File: src/rtl/sqrt_flow_ctrl.sv
// sqrt_flow_ctrl: credit-based flow control around an external, non-resettable
// square-root pipeline. Radicands are issued only when a result slot is
// guaranteed in the output FIFO. After reset, a flush window of PIPE_LATENCY
// cycles discards any stale results still travelling through the pipeline.
//
// Handshake semantics (both sides): a transfer happens in a cycle where
// valid && ready are both 1 at the rising clock edge. valid does not depend
// on ready. Input side: in_valid/in_ready. Output side: out_valid/out_ready.
module sqrt_flow_ctrl #(
  parameter int INPUT_BITS   = 16,
  localparam int OUTPUT_BITS = INPUT_BITS / 2 + INPUT_BITS % 2,
  parameter int FIFO_DEPTH   = 8,
  parameter int PIPE_LATENCY = INPUT_BITS / 2 + INPUT_BITS % 2 + 1
) (
  input  logic                            clk,
  input  logic                            rst,
  input  logic                            in_valid,
  output logic                            in_ready,
  input  logic [INPUT_BITS-1:0]           in_radicand,
  output logic                            sq_start,
  output logic [INPUT_BITS-1:0]           sq_radicand,
  input  logic                            sq_data_valid,
  input  logic [OUTPUT_BITS-1:0]          sq_root,
  output logic                            out_valid,
  input  logic                            out_ready,
  output logic [OUTPUT_BITS-1:0]          out_root,
  output logic [$clog2(FIFO_DEPTH):0]     credits,
  output logic                            overflow,
  output logic [0:0]                      dbg_state
);

  localparam int AW = $clog2(FIFO_DEPTH);
  localparam int CW = AW + 1;
  localparam int LW = $clog2(PIPE_LATENCY + 2);

  localparam logic [0:0] ST_FLUSH = 1'b0;
  localparam logic [0:0] ST_RUN   = 1'b1;

  logic [0:0]             state;
  logic [LW-1:0]          flush_cnt;
  logic                   flushing;

  logic [OUTPUT_BITS-1:0] mem [FIFO_DEPTH];
  logic [AW-1:0]          wr_ptr;
  logic [AW-1:0]          rd_ptr;
  logic [CW-1:0]          count;
  logic                   full;
  logic                   pop;
  logic                   wr_en;
  logic                   wr_ok;

  assign flushing    = (state == ST_FLUSH);
  assign dbg_state   = state;

  assign in_ready    = !flushing && (credits < CW'(FIFO_DEPTH));
  assign sq_start    = in_valid && in_ready;
  assign sq_radicand = in_radicand;

  assign full        = (count == CW'(FIFO_DEPTH));
  assign out_valid   = (count != '0);
  assign pop         = out_valid && out_ready;
  // Results arriving during the flush window belong to pre-reset issues.
  assign wr_en       = sq_data_valid && !flushing;
  // A full FIFO can still take a write when the head leaves the same cycle.
  assign wr_ok       = wr_en && (!full || pop);
  assign out_root    = out_valid ? mem[rd_ptr] : '0;

  // Flush FSM: hold off issue and ignore results for PIPE_LATENCY cycles.
  always_ff @(posedge clk) begin
    if (rst) begin
      state     <= ST_FLUSH;
      flush_cnt <= LW'(PIPE_LATENCY);
    end else if (state == ST_FLUSH) begin
      if (flush_cnt <= LW'(1)) begin
        state     <= ST_RUN;
        flush_cnt <= '0;
      end else begin
        flush_cnt <= flush_cnt - LW'(1);
      end
    end
  end

  // Credits track FIFO occupancy plus results still in the pipeline.
  always_ff @(posedge clk) begin
    if (rst) begin
      credits <= '0;
    end else if (sq_start && !pop) begin
      credits <= credits + CW'(1);
    end else if (pop && !sq_start && credits != '0) begin
      credits <= credits - CW'(1);
    end
  end

  // FIFO storage; contents need no reset because out_root is masked when empty.
  always_ff @(posedge clk) begin
    if (wr_ok) begin
      mem[wr_ptr] <= sq_root;
    end
  end

  // FIFO pointers and occupancy; pointers wrap naturally at FIFO_DEPTH.
  always_ff @(posedge clk) begin
    if (rst) begin
      wr_ptr <= '0;
      rd_ptr <= '0;
      count  <= '0;
    end else begin
      if (wr_ok) begin
        wr_ptr <= wr_ptr + AW'(1);
      end
      if (pop) begin
        rd_ptr <= rd_ptr + AW'(1);
      end
      if (wr_ok && !pop) begin
        count <= count + CW'(1);
      end else if (pop && !wr_ok) begin
        count <= count - CW'(1);
      end
    end
  end

  // Sticky overflow: a result arrived with nowhere to go and was dropped.
  always_ff @(posedge clk) begin
    if (rst) begin
      overflow <= 1'b0;
    end else if (wr_en && full && !pop) begin
      overflow <= 1'b1;
    end
  end

endmodule

File: config.mk
export PLATFORM = sky130hd
export DESIGN_NAME = sqrt_flow_ctrl
export DESIGN_NICKNAME = d
export VERILOG_FILES = /design/src/rtl/sqrt_flow_ctrl.sv
export SDC_FILE = /design/constraint.sdc
export NUM_CORES = 1
export LEC_CHECK = 0
export CORE_MARGIN = 5
export CORE_UTILIZATION = 55
export CTS_BUF_LIST = sky130_fd_sc_hd__clkbuf_4 sky130_fd_sc_hd__clkbuf_8
export DETAILED_ROUTE_END_ITERATION = 8
export HOLD_SLACK_MARGIN = 0.12
export PLACE_DENSITY = 0.82
export SYNTH_ARGS = -nofsm -noshare
export SYNTH_HDL_FRONTEND = slang
export SYNTH_SLANG_ARGS = --single-unit
File: constraint.sdc
create_clock -name clk -period 3.4 [get_ports clk]
set_input_delay 0.68 -clock clk [delete_from_list [all_inputs] [get_ports clk]]
set_output_delay 0.68 -clock clk [all_outputs]
set_load 0.05 [all_outputs]
---- Word level (Yosys, flattened, before mapping) ----
Memories as Yosys holds them, arrays and structs flattened. A register that Yosys moved wholly into a read port is not among the register bits.
Index checks and enable logic that the tools add are counted.
storage, ports and cells
  register bits ........................... 20
  bits in writable memories ............... 64
  bits of input ports ..................... 29
  output and inout bits ................... 33
  logic and storage cells ................. 51
  memories ................................ 1
operators by class
  add/subtract/negate cells ............... 7
  $lt $le $gt $ge ......................... 2
  equal/unequal tests ..................... 1
  mux-type cells .......................... 12
  reduce and logical (&&, ||, !) cells .... 21
memory list
  memory  words  bits a word  rd ports  clocked after memory_dff  write ports  RTL line  source
  mem     8      8            1         1                         1            43        logic [OUTPUT_BITS-1:0] mem [FIFO_DEPTH];
operators by type and width
  operator                                                               count
  4-bit 2-to-1 mux                                                       5
  1-bit logical AND                                                      12
  4-bit by 1-bit subtractor with 4-bit output, second input constant     3
  4-bit by 1-bit adder with 4-bit output, second input constant          2
  8-bit 2-to-1 mux                                                       1
  4-bit nonzero test                                                     2
  3-bit by 1-bit adder with 3-bit output, second input constant          2
  3-bit 2-to-1 mux                                                       2
  4-bit == test, second input constant                                   1
  4-bit by 1-bit <= comparator with 1-bit output, second input constant  1
  1-bit logical NOT                                                      4
  4-bit less-than comparator, second input constant                      1
  1-bit 2-to-1 mux                                                       4
  2-bit nonzero test                                                     2
  1-bit logical OR                                                       1

---- Logic depth before layout (Yosys ltp) ----
  word-level depth ........................ 8
  gate-level depth with buffers ........... 11
  mapped depth without buffers ............ 10

---- Least setup slack after synthesis ----
OpenSTA, ideal clock, no wires.
  path type ............................... flip-flop to flip-flop
  start point ............................. register state, in the netlist dbg_state
  end point ............................... register count[3]
  setup time .............................. 0.121 ns
  arrival ................................. 2.720 ns
  required time ........................... 3.279 ns
  slack ................................... 0.560 ns
  stages on the path, launching flop included .. 12
  buffers on the path ..................... 1
  clock period less this slack ............ 2.840 ns
  cells stage by stage .................... dfxtp_1 clkbuf_1 inv_1 a211o_1 inv_1 ha_1 inv_1 ha_1 a21oi_1 a211oi_1 a31oi_1 mux2_2
between the ends
  word-level cells in the longest chain between the ends .. 5
  elaborated cells on any way between the ends .. 7
ends and longest elaborated chain
  item                          RTL line  source
  start: declaration            39        logic [0:0] state;
  start signal: assignment      71        state <= ST_FLUSH;
  start signal: assignment      75        state <= ST_RUN;
  1-bit logical AND (*)         63        assign wr_en = sq_data_valid && !flushing;
  1-bit logical AND (*)         65        assign wr_ok = wr_en && (!full || pop);
  named net wr_ok               50        logic wr_ok;
  1-bit logical NOT             116       end else if (pop && !wr_ok) begin
  1-bit logical AND             116
  2-bit nonzero test (no line)  -
  end signal: assignment        115       count <= count + CW'(1);
  end signal: assignment        117       count <= count - CW'(1);
  end: declaration              46        logic [CW-1:0] count;
Mark *: on every way through the listed nets, which the timed path passes. The rest lies on a longest branch.
A chain may end at the register's enable or synchronous reset.

==> impl_metrics.tcl <==
set metrics [dict create \
    outcome "finished, final reports clean" \
    power_density_mw_per_mm2 785 \
    dp_hpwl_um 4490 \
    wire_per_inst_um 17.6 \
    htreeDepth 3 \
    fmax_mhz 315 \
    antenna_found_initial 0 \
    rsz0062_at_grt "false" \
    critPathRequiredTime_ns 2.72 \
    worstPathMaxFanout 16 \
    die_h_um 92.7 \
    ios 62 \
    grt_usage 0.167 \
    ys_warn_count 0 \
    p_total_w 0.00335 \
    synth_most_common_cell "edfxtp_1" \
    crit_path_start_kind "register" \
    synth_top_area_frac 0.510 \
    drt-total-wl_um 6550 \
    synth.avg_cell_area_sq_um 14.5 \
    arrival_ns 2.49 \
    row_count 30 \
    synth-seq-cells 87 \
    postCtsSetupBuffers 0 \
    cts_buffer_depth 2 \
    fin_crit_ns 3.17 \
    port-buffer-count 29 \
    yosys-top-cells-area "edfxtp_1 51%, dfxtp_1 12%, mux4_2 9.6%, buf_4 3.2%, nor2_1 3.2%" \
    gr-total-overflow 0 \
    min-delay-path-class "reg2reg" \
    drt_iter0_drc 128 \
    fp.coreArea_sq_mm 0.00672 \
    nets 326 \
    grt_pass1_vias 2150 \
    worst_slew_pin_slew_ns 0.865 \
    synth-edff-count 64 \
    drv_slew 0 \
    cts_buffers 9 \
    path_clk_slew_ns 0.09 \
    drc 0 \
    maxCapViolCount 0 \
    cts.sinks 87 \
    postSynth.asyncResetShare 0 \
    relSlewSlack 0.421 \
    antenna_cells 0 \
    post-route-period-util 0.932 \
    start_util 0.560 \
    grt_start_max_net_pins 25 \
    grt_pass1_wl_um 10700 \
    setup-tns-final_ns 0 \
    cts_resized 0 \
    dieArea_sq_mm 0.00860 \
    ctsHoldBuffers 0 \
    syn-num-nets 299 \
    firstDrtPassIters 4 \
    yosysSeqAreaShare 0.633 \
    ant_nets 0 \
    worst-setup-path-type "reg2out" \
    clock-root-buffer "clkbuf_8" \
    syn_area_sq_mm 0.00376 \
    hold_viol_final 0 \
    clock_latency_ns 0.35 \
    end_kind "primary output" \
    utilization 0.635 \
    setup_viol_count_final 0 \
    synth_ff_type "edfxtp_1" \
    yosys-top-cells-count "64 x edfxtp_1, 32 x nor2_1, 23 x dfxtp_1" \
    area_delta_synth_final_pct 13.3 \
    cts_tree "done" \
    post_dp_cell_area_sq_mm 0.00408 \
    via_per_inst 5.77 \
    design_area_sq_mm 0.00427 \
    fillCellCount 475 \
    finalWeightedCongestion 0.765 \
    drive_gt1_frac 0.182 \
    yosys.area.top_type "edfxtp_1" \
    fin_worst_skew_ns 0.00825 \
    die_x_um 92.7 \
    synth_cells 259 \
    vdd_ir_drop_max_uv 575 \
    p_leak_nw 1.45 \
    synth.distinct_cells 43 \
    vias 2140 \
]
-- placed cells by master (no fill, tap or decap), types with 3 or more instances in the layout --
cell             instances
clkdlybuf4s50_1         27
edfxtp_1                64
ha_1                     9
a211o_1                  3
nor2_1                  32
mux4_2                  16
dfxtp_1                 23
clkbuf_8                 9
nand2_1                  9
mux2i_1                 10
xor2_1                   3
nor3_1                   6
buf_4                   14
clkinv_4                 5
xnor2_1                  4
a21oi_1                  8
inv_1                    8
nand3_1                  6
-- through the flow --
stage          std cells  hold WS (ns)  setup WS, ns
2_1_floorplan        259         0.454         0.560
3_3_place_gp         355         0.461         0.293
3_5_place_dp         355         0.464         0.221
4_1_cts              371         0.480         0.175
5_1_grt              371         0.528        0.0742
6_report             371         0.473         0.230
-- registers in the layout, indices dropped and copies added, names as in the netlist, named ones only --
name       count
dbg_state      1
count          4
flush_cnt      4
overflow       1
credits        4
wr_ptr         3
rd_ptr         3
mem           64
-- cells by family (layout without fill, tap and decap cells) --
| logic type | after synthesis | count (layout) | synth area share |
|---|---|---|---|
| flops | 87 | 87 | 0.633 |
| simple gates | 69 | 69 | 0.0887 |
| buf+inv | 34 | 66 | 0.0505 |
| mux | 28 | 28 | 0.128 |
| compound gates | 23 | 23 | 0.0429 |
| fa+ha+maj | 11 | 11 | 0.0405 |
| xor+xnor | 7 | 7 | 0.0163 |
-- metal layers --
layer  part of all wire  track usage  wire length, um
met5                  0            0                0
met4              0.018       0.0757              120
met3              0.049       0.0349              319
met2               0.51        0.280             3350
met1               0.42        0.207             2760
-- critical path, cell delays in order (launching register included) --
cell	delay, ns
dfxtp_1	0.33
buf_4	0.32
mux4_2	0.55
mux2i_1	0.18
nor2_1	0.06
clkdlybuf4s50_1	0.70
-- final cells by class --
cell class / count / area, sq um / area share
well taps: 80 / 100 / 0.0235
flip-flops and latches: 87 / 2380 / 0.559
multi-input cells: 138 / 1190 / 0.280
clock buffers: 9 / 124 / 0.0290
repair buffers: 41 / 375 / 0.0880
inverters: 9 / 33.8 / 0.00792
clock inverters: 7 / 57.6 / 0.0135
-- power breakdown --
| group | leakage (nW) | total (W) | switching [W] | internal, W |
|---|---|---|---|---|
| clock network | 0.0937 | 0.000640 | 0.000367 | 0.000273 |
| logic | 0.594 | 0.00138 | 0.000828 | 0.000557 |
| registers | 0.764 | 0.00133 | 0.0000971 | 0.00123 |
-- worst paths after layout --
kind / cells past startpoint / slack [ns] / from / to
hold reg to reg: 2 / 0.47 / overflow$_SDFFE_PP0P_ / overflow$_SDFFE_PP0P_
setup reg to reg: 10 / 0.75 / count[0]$_SDFFE_PP0P_ / count[3]$_SDFFE_PP0P_
hold / removal: 2 / 0.47 / overflow$_SDFFE_PP0P_ / overflow$_SDFFE_PP0P_
setup / recovery: 5 / 0.23 / register / out_root[6]
Note: power is estimated with default switching activity, not from simulation.
